### config.mk
export PLATFORM = sky130hd
export DESIGN_NAME = fetch_unit
export DESIGN_NICKNAME = d
export VERILOG_FILES = /design/src/rtl/fetch_unit.sv
export SDC_FILE = /design/constraint.sdc
export NUM_CORES = 1
export LEC_CHECK = 0
export BUFFER_PORTS_ARGS = -buffer_cell sky130_fd_sc_hd__buf_2
export CORE_MARGIN = 5
export CORE_UTILIZATION = 45
export CTS_BUF_LIST = sky130_fd_sc_hd__clkbuf_4 sky130_fd_sc_hd__clkbuf_8
export DETAILED_ROUTE_END_ITERATION = 10
export GPL_TIMING_DRIVEN = 0
export PLACE_DENSITY_LB_ADDON = 0.2
export SETUP_SLACK_MARGIN = 0.15
export SYNTH_ARGS = -nofsm -noshare
export SYNTH_HDL_FRONTEND = slang
export SYNTH_SLANG_ARGS = --single-unit
### constraint.sdc
create_clock -name clk -period 4 [get_ports clk]
set_clock_uncertainty 0.15 [all_clocks]
set_input_delay 0.8 -clock clk [delete_from_list [all_inputs] [get_ports clk]]
set_output_delay 0.8 -clock clk [all_outputs]
set_load 0.005 [all_outputs]
### src/rtl/fetch_unit.sv
`default_nettype none
// ============================================================================
// Module   : fetch_unit
// Purpose  : Decoupled instruction-fetch front end. Owns the fetch PC, issues
//            in-order requests to an instruction memory of arbitrary latency,
//            buffers returned words with their PCs in a small FIFO and hands
//            them to decode over valid/ready. A redirect flushes the buffer
//            and discards every response still in flight.
// Revision : 1.0 - initial release
// ----------------------------------------------------------------------------
// Parameters
//   XLEN        PC / address width
//   RESET_PC    first fetch address after reset (bits [1:0] must be 0)
//   IBUF_DEPTH  instruction buffer entries (power of two, >= 2)
// Ports
//   clk                clock, rising edge
//   rst                asynchronous active-high reset
//   o_imem_req_valid   fetch request valid
//   i_imem_req_ready   memory accepts the request this cycle
//   o_imem_req_addr    fetch address
//   i_imem_rsp_valid   response valid (in order, at most one per cycle)
//   i_imem_rsp_data    returned instruction word
//   i_redirect_valid   one-cycle pulse: restart fetch at i_redirect_pc
//   i_redirect_pc      new fetch PC, bits [1:0] ignored
//   o_inst_valid       buffer head valid
//   i_inst_ready       decode consumes the head
//   o_inst_data        head instruction word
//   o_inst_pc          PC of the head instruction
// ============================================================================
module fetch_unit #(
  parameter int              XLEN       = 32,
  parameter logic [XLEN-1:0] RESET_PC   = '0,
  parameter int              IBUF_DEPTH = 4
) (
  input  logic            clk,
  input  logic            rst,
  output logic            o_imem_req_valid,
  input  logic            i_imem_req_ready,
  output logic [XLEN-1:0] o_imem_req_addr,
  input  logic            i_imem_rsp_valid,
  input  logic [31:0]     i_imem_rsp_data,
  input  logic            i_redirect_valid,
  input  logic [XLEN-1:0] i_redirect_pc,
  output logic            o_inst_valid,
  input  logic            i_inst_ready,
  output logic [31:0]     o_inst_data,
  output logic [XLEN-1:0] o_inst_pc
);

  localparam int                 c_PTR_W      = $clog2(IBUF_DEPTH);
  localparam int                 c_CNT_W      = $clog2(IBUF_DEPTH + 1);
  localparam logic [c_CNT_W:0]   c_CREDIT_MAX = (c_CNT_W + 1)'(IBUF_DEPTH);
  localparam logic [c_CNT_W-1:0] c_CNT_ONE    = c_CNT_W'(1);
  localparam logic [c_PTR_W-1:0] c_PTR_ONE    = c_PTR_W'(1);
  localparam logic [XLEN-1:0]    c_PC_STEP    = XLEN'(4);

  // --------------------------------------------------------------------------
  // State
  // --------------------------------------------------------------------------
  logic [XLEN-1:0]    r_fetch_pc;
  logic [c_CNT_W-1:0] r_inflight;   // accepted requests not yet answered
  logic [c_CNT_W-1:0] r_discard;    // answers still owed to a stale stream
  logic [c_CNT_W-1:0] r_count;      // instruction buffer occupancy
  logic [c_PTR_W-1:0] r_rd_ptr;
  logic [c_PTR_W-1:0] r_wr_ptr;
  logic [c_PTR_W-1:0] r_sh_rd_ptr;  // shadow PC queue, one entry per in-flight
  logic [c_PTR_W-1:0] r_sh_wr_ptr;

  logic [XLEN-1:0]    r_fifo_pc   [IBUF_DEPTH];
  logic [31:0]        r_fifo_data [IBUF_DEPTH];
  logic [XLEN-1:0]    r_shadow_pc [IBUF_DEPTH];

  // --------------------------------------------------------------------------
  // Combinational control
  // --------------------------------------------------------------------------
  logic [c_CNT_W:0]   w_credit_sum;
  logic               w_req_valid;
  logic               w_accept;
  logic               w_rsp;
  logic               w_drop;
  logic               w_push;
  logic               w_inst_valid;
  logic               w_pop;
  logic [XLEN-1:0]    w_redirect_pc;
  logic [XLEN-1:0]    w_rsp_pc;
  logic               w_unused_redirect_lsb;

  logic [XLEN-1:0]    w_fetch_pc_nxt;
  logic [c_CNT_W-1:0] w_inflight_nxt;
  logic [c_CNT_W-1:0] w_discard_nxt;
  logic [c_CNT_W-1:0] w_count_nxt;
  logic [c_PTR_W-1:0] w_rd_ptr_nxt;
  logic [c_PTR_W-1:0] w_wr_ptr_nxt;
  logic [c_PTR_W-1:0] w_sh_rd_ptr_nxt;
  logic [c_PTR_W-1:0] w_sh_wr_ptr_nxt;

  assign w_redirect_pc         = {i_redirect_pc[XLEN-1:2], 2'b00};
  assign w_unused_redirect_lsb = ^i_redirect_pc[1:0];

  // Credit covers both the buffered words and every word still owed by
  // memory, so a response always finds a free buffer slot. Discarded
  // responses also hold credit until they arrive, which keeps the shadow
  // PC queue from ever overflowing.
  assign w_credit_sum = {1'b0, r_inflight} + {1'b0, r_count};
  assign w_req_valid  = !rst && !i_redirect_valid && (w_credit_sum < c_CREDIT_MAX);
  assign w_accept     = w_req_valid && i_imem_req_ready;

  // A response with nothing in flight is a protocol violation: ignore it.
  assign w_rsp  = i_imem_rsp_valid && (r_inflight != '0);
  assign w_drop = w_rsp && (r_discard != '0);
  // During a redirect the arriving response belongs to the old stream even
  // when the discard counter is still zero.
  assign w_push = w_rsp && !w_drop && !i_redirect_valid;

  assign w_inst_valid = (r_count != '0);
  assign w_pop        = w_inst_valid && i_inst_ready;
  assign w_rsp_pc     = r_shadow_pc[r_sh_rd_ptr];

  always_comb begin
    w_fetch_pc_nxt  = r_fetch_pc;
    w_inflight_nxt  = r_inflight;
    w_discard_nxt   = r_discard;
    w_count_nxt     = r_count;
    w_rd_ptr_nxt    = r_rd_ptr;
    w_wr_ptr_nxt    = r_wr_ptr;
    w_sh_rd_ptr_nxt = r_sh_rd_ptr;
    w_sh_wr_ptr_nxt = r_sh_wr_ptr;

    if (w_accept && !w_rsp) begin
      w_inflight_nxt = r_inflight + c_CNT_ONE;
    end else if (!w_accept && w_rsp) begin
      w_inflight_nxt = r_inflight - c_CNT_ONE;
    end

    // The shadow queue tracks every accepted request, discarded or not, so
    // it stays aligned with the memory's in-order response stream.
    if (w_accept) begin
      w_sh_wr_ptr_nxt = r_sh_wr_ptr + c_PTR_ONE;
    end
    if (w_rsp) begin
      w_sh_rd_ptr_nxt = r_sh_rd_ptr + c_PTR_ONE;
    end

    if (i_redirect_valid) begin
      // No request is accepted this cycle, so the post-response in-flight
      // count is exactly what is still owed by the stale stream. This also
      // accumulates correctly across back-to-back redirects.
      w_fetch_pc_nxt = w_redirect_pc;
      w_discard_nxt  = w_inflight_nxt;
      w_count_nxt    = '0;
      w_rd_ptr_nxt   = '0;
      w_wr_ptr_nxt   = '0;
    end else begin
      if (w_accept) begin
        w_fetch_pc_nxt = r_fetch_pc + c_PC_STEP;
      end
      if (w_drop) begin
        w_discard_nxt = r_discard - c_CNT_ONE;
      end
      if (w_push) begin
        w_wr_ptr_nxt = r_wr_ptr + c_PTR_ONE;
      end
      if (w_pop) begin
        w_rd_ptr_nxt = r_rd_ptr + c_PTR_ONE;
      end
      if (w_push && !w_pop) begin
        w_count_nxt = r_count + c_CNT_ONE;
      end else if (!w_push && w_pop) begin
        w_count_nxt = r_count - c_CNT_ONE;
      end
    end
  end

  // --------------------------------------------------------------------------
  // Control registers
  // --------------------------------------------------------------------------
  always_ff @(posedge clk or posedge rst) begin
    if (rst) begin
      r_fetch_pc  <= RESET_PC;
      r_inflight  <= '0;
      r_discard   <= '0;
      r_count     <= '0;
      r_rd_ptr    <= '0;
      r_wr_ptr    <= '0;
      r_sh_rd_ptr <= '0;
      r_sh_wr_ptr <= '0;
    end else begin
      r_fetch_pc  <= w_fetch_pc_nxt;
      r_inflight  <= w_inflight_nxt;
      r_discard   <= w_discard_nxt;
      r_count     <= w_count_nxt;
      r_rd_ptr    <= w_rd_ptr_nxt;
      r_wr_ptr    <= w_wr_ptr_nxt;
      r_sh_rd_ptr <= w_sh_rd_ptr_nxt;
      r_sh_wr_ptr <= w_sh_wr_ptr_nxt;
    end
  end

  // --------------------------------------------------------------------------
  // Storage arrays: contents are only observed through valid occupancy, so
  // they carry no reset.
  // --------------------------------------------------------------------------
  always_ff @(posedge clk) begin
    if (w_accept) begin
      r_shadow_pc[r_sh_wr_ptr] <= r_fetch_pc;
    end
    if (w_push) begin
      r_fifo_pc[r_wr_ptr]   <= w_rsp_pc;
      r_fifo_data[r_wr_ptr] <= i_imem_rsp_data;
    end
  end

  // --------------------------------------------------------------------------
  // Outputs: decode sees only registered buffer state, never imem_rsp_*.
  // Head fields are forced to zero while the buffer is empty.
  // --------------------------------------------------------------------------
  assign o_imem_req_valid = w_req_valid;
  assign o_imem_req_addr  = r_fetch_pc;
  assign o_inst_valid     = w_inst_valid;
  assign o_inst_data      = w_inst_valid ? r_fifo_data[r_rd_ptr] : 32'd0;
  assign o_inst_pc        = w_inst_valid ? r_fifo_pc[r_rd_ptr]   : '0;

endmodule
`default_nettype wire
==> out/metrics.yaml <==
clkSinkCount: 415
start_util_pct: 45.42
synthesis.instances: 881
syn_area_per_cell_sq_um: 18.79
numCtsBuffers: 70
path_buf_inv: 2
cts_tree: "built"
cts_hold_buf: 0
cts_htree_levels: 3
fillers: 3004
ant_nets: 0
synth_most_common_cell: "edfxtp_1"
die_area_sq_um: 40710
io_pins: 168
r2r_cells: 6
peakVddDrop_uv: 276.5
routed_wl_um: 35480
clock_latency_ns: 0.59
hold_violations: 0
rr_startpoint: "r_count[2]"
clockBufferDepth: 3
critPathTopFamily: "simple AND/OR/NAND/NOR gates"
finalSetupViolations: 0
grt_pass1_vias: 9194
rr_endpoint: "r_shadow_pc[3][4]"
seq_power_share_pct: 45.0
yosys.area.top_type: "edfxtp_1"
r2r_slack_ns: 0.31
synth_enable_flop_cells: 368
tightest_slew_ns: 1.142
required_ns: 4.05
antenna_found_initial: 2
crit_chain: "ha_1, or4b_4, buf_6, nor2_2, clkbuf_1, and2_2"
min_path_type: "primary input to async pin"
synthTopCellsByArea: "edfxtp_1, mux4_2, dfrtp_1"
die_h_um: 201.8
final.setup.tns_ns: 0
yosysWarnings: 0
max_stage_delay_ns: 0.83
rsz0062_at_grt: "true"
fp-row-count: 70
wire_per_inst_um: 21.70
core_area_sq_um: 36430
combPwrFrac_pct: 26.0
root_buffer: "clkbuf_8"
postLayoutCoreUtil_pct: 53.35
io_buffers: 160
drv_slew: 0
critPathKind: "flop to flop"
clk_pin_slew_worst_paths_ns: 0.06
ys_seq_area_share_pct: 73.88
ys_seq_elements: 415
gp_congestion: 0.7929
grt_max_degree: 47
via_count: 8716
dp_hpwl_um: 22750
p_int_mw: 8.605
vias_per_cell: 5.331
p_sw_share_pct: 28.74
grt_pass1_wl_um: 54830
synth.top_cell.area_share_pct: 66.77
synth_cell_types: 56
nets: 1207
critPathLaunchType: "flop"
synthToLayoutAreaGrowth_pct: 17.45
maxSlewHeadroom_pct: 23.87
clkPwrFrac_pct: 28.9
cellPowerDensity_nw_per_um2: 621.3
diodes: 0
final.setup.worst_slack_ns: 0.3063
async_reset_ff_share_pct: 11.33
synth_area_sq_um: 16550
drtIter0Drc: 427
outcome: "complete, no violations"
critPathMaxFanout: 30
synth_commonest_cells: "edfxtp_1, mux4_2, and2_1"
place_ws_ns: 0.1689
min_period_ns: 3.694
drc: 0
finalCritPeriodShare_pct: 92.34
leakage_nw: 6.780
grt-ovfl-total: 0
slowest_stage: "and2_2"
max_cap_violations: 0
fmax_mhz: 270.7
die_w_um: 201.8
firstDrtPassIters: 5
crit_cells: 6
drive_gt1_share_pct: 34.10
crit_path_end_kind: "flop"
groute.usage.overall_pct: 17.61
p_switching_mw: 3.471
ys.flop_type: "edfxtp_1"
arrival_ns: 3.75
per-layer routing:
metal | vias to the layer above | global-route usage [%] | part of all wire, %
met1 | 4461 | 23.90 | 44
met4 | 2 | 5.688 | 1.9
met5 | - | 0 | 0.031
met3 | 56 | 3.690 | 5.1
met2 | 221 | 28.91 | 49
li1 | 3976 | - | -
registers in the layout, indices dropped and copies added (netlist names):
name             count
o_imem_req_addr     30
r_count              3
r_discard            3
r_fifo_data        128
r_fifo_pc          120
r_inflight           3
r_rd_ptr             2
r_sh_rd_ptr          2
r_sh_wr_ptr          2
r_shadow_pc        120
r_wr_ptr             2
cells in the final DEF (no fill, tap or decap), types with 5 or more instances in the layout:
cell type	count
clkbuf_4	23
nor2_1	20
dfrtp_1	47
xnor2_1	10
clkbuf_8	73
clkinvlp_4	5
inv_1	14
nand2_1	46
clkinv_2	5
o311ai_0	6
o211ai_1	11
xor2_1	8
edfxtp_1	368
nand4_1	7
clkbuf_2	6
buf_1	5
clkbuf_1	23
and2_1	67
o21ai_0	21
ha_1	16
a21oi_1	13
nand3_1	23
buf_2	161
clkinv_1	13
mux4_2	92
how the worst max path moves through the flow:
stage | slack (ns) | from | endpoint
3_3_place_gp | -1.28 | r_inflight[1] | r_fifo_data[0][8]
6_report | 0.31 | r_count[2] | r_shadow_pc[3][4]
2_1_floorplan | 0.29 | r_inflight[0] | r_fifo_data[0][0]
3_5_place_dp | 0.17 | r_rd_ptr[0] | o_inst_pc[2]
4_1_cts | 0.14 | r_rd_ptr[1] | o_inst_data[24]
5_1_grt | 0.11 | r_count[2] | r_shadow_pc[0][30]
layout make-up:
type                            instances  area [sq um]  share of cell area, %
Inverter                               16         60.06                 0.3090
Sequential cell                       415         12230                  62.90
Tap cell                              468         585.6                  3.013
Multi-Input combinational cell        406          4093                  21.06
Buffer                                 46         247.7                  1.275
Clock buffer                           96          1177                  6.057
Timing Repair Buffer                  165         930.9                  4.789
Clock inverter                         23         116.4                 0.5987
through the flow:
stage / power (mW) / instance area [sq um] / hold slack, ns / cells
CTS: 12.29 / 19440 / 0.04722 / 1636
finish: 12.08 / 19440 / 0.08602 / 1635
floorplan: 7.482 / 16560 / 0.3756 / 884
detailed placement: 8.736 / 18100 / 0.4270 / 1517
global route: 12.80 / 19440 / 0.09815 / 1635
global placement: 8.674 / 17950 / 0.4249 / 1512
power groups by stage:
stage,clock [mW],sequential [mW],combinational [mW]
finish,3.49,5.44,3.14
global route,3.82,5.47,3.51
CTS,3.61,5.43,3.25
detailed placement,0,5.52,3.22
global placement,0,5.52,3.15
floorplan,0,5.45,2.03
what timing repair did:
| item | in CTS | in global routing |
|---|---|---|
| setup endpoints to repair | 58 | 133 |
| buffers inserted | 0 | 0 |
| endpoints found under the hold margin | 0 | 0 |
| gates resized for setup | 15 | 8 |
cells by family after synthesis:
kind of cell	share of synthesized area (%)
flops	73.88
simple gates	6.812
other cells	0.02266
mux	12.70
xor+xnor	0.9526
buf+inv	1.610
fa+ha+maj	1.331
compound gates	2.692
worst reg2reg max path, delay by kind of cell, from the launching register on:
family                   cells  cell delay [ns]
flip-flops                   1             0.46
buffers and inverters        2             0.57
adder cells (fa/ha/maj)      1             0.38
AND/OR/NAND/NOR              3             1.75
Power figures use the tool's default switching activity.
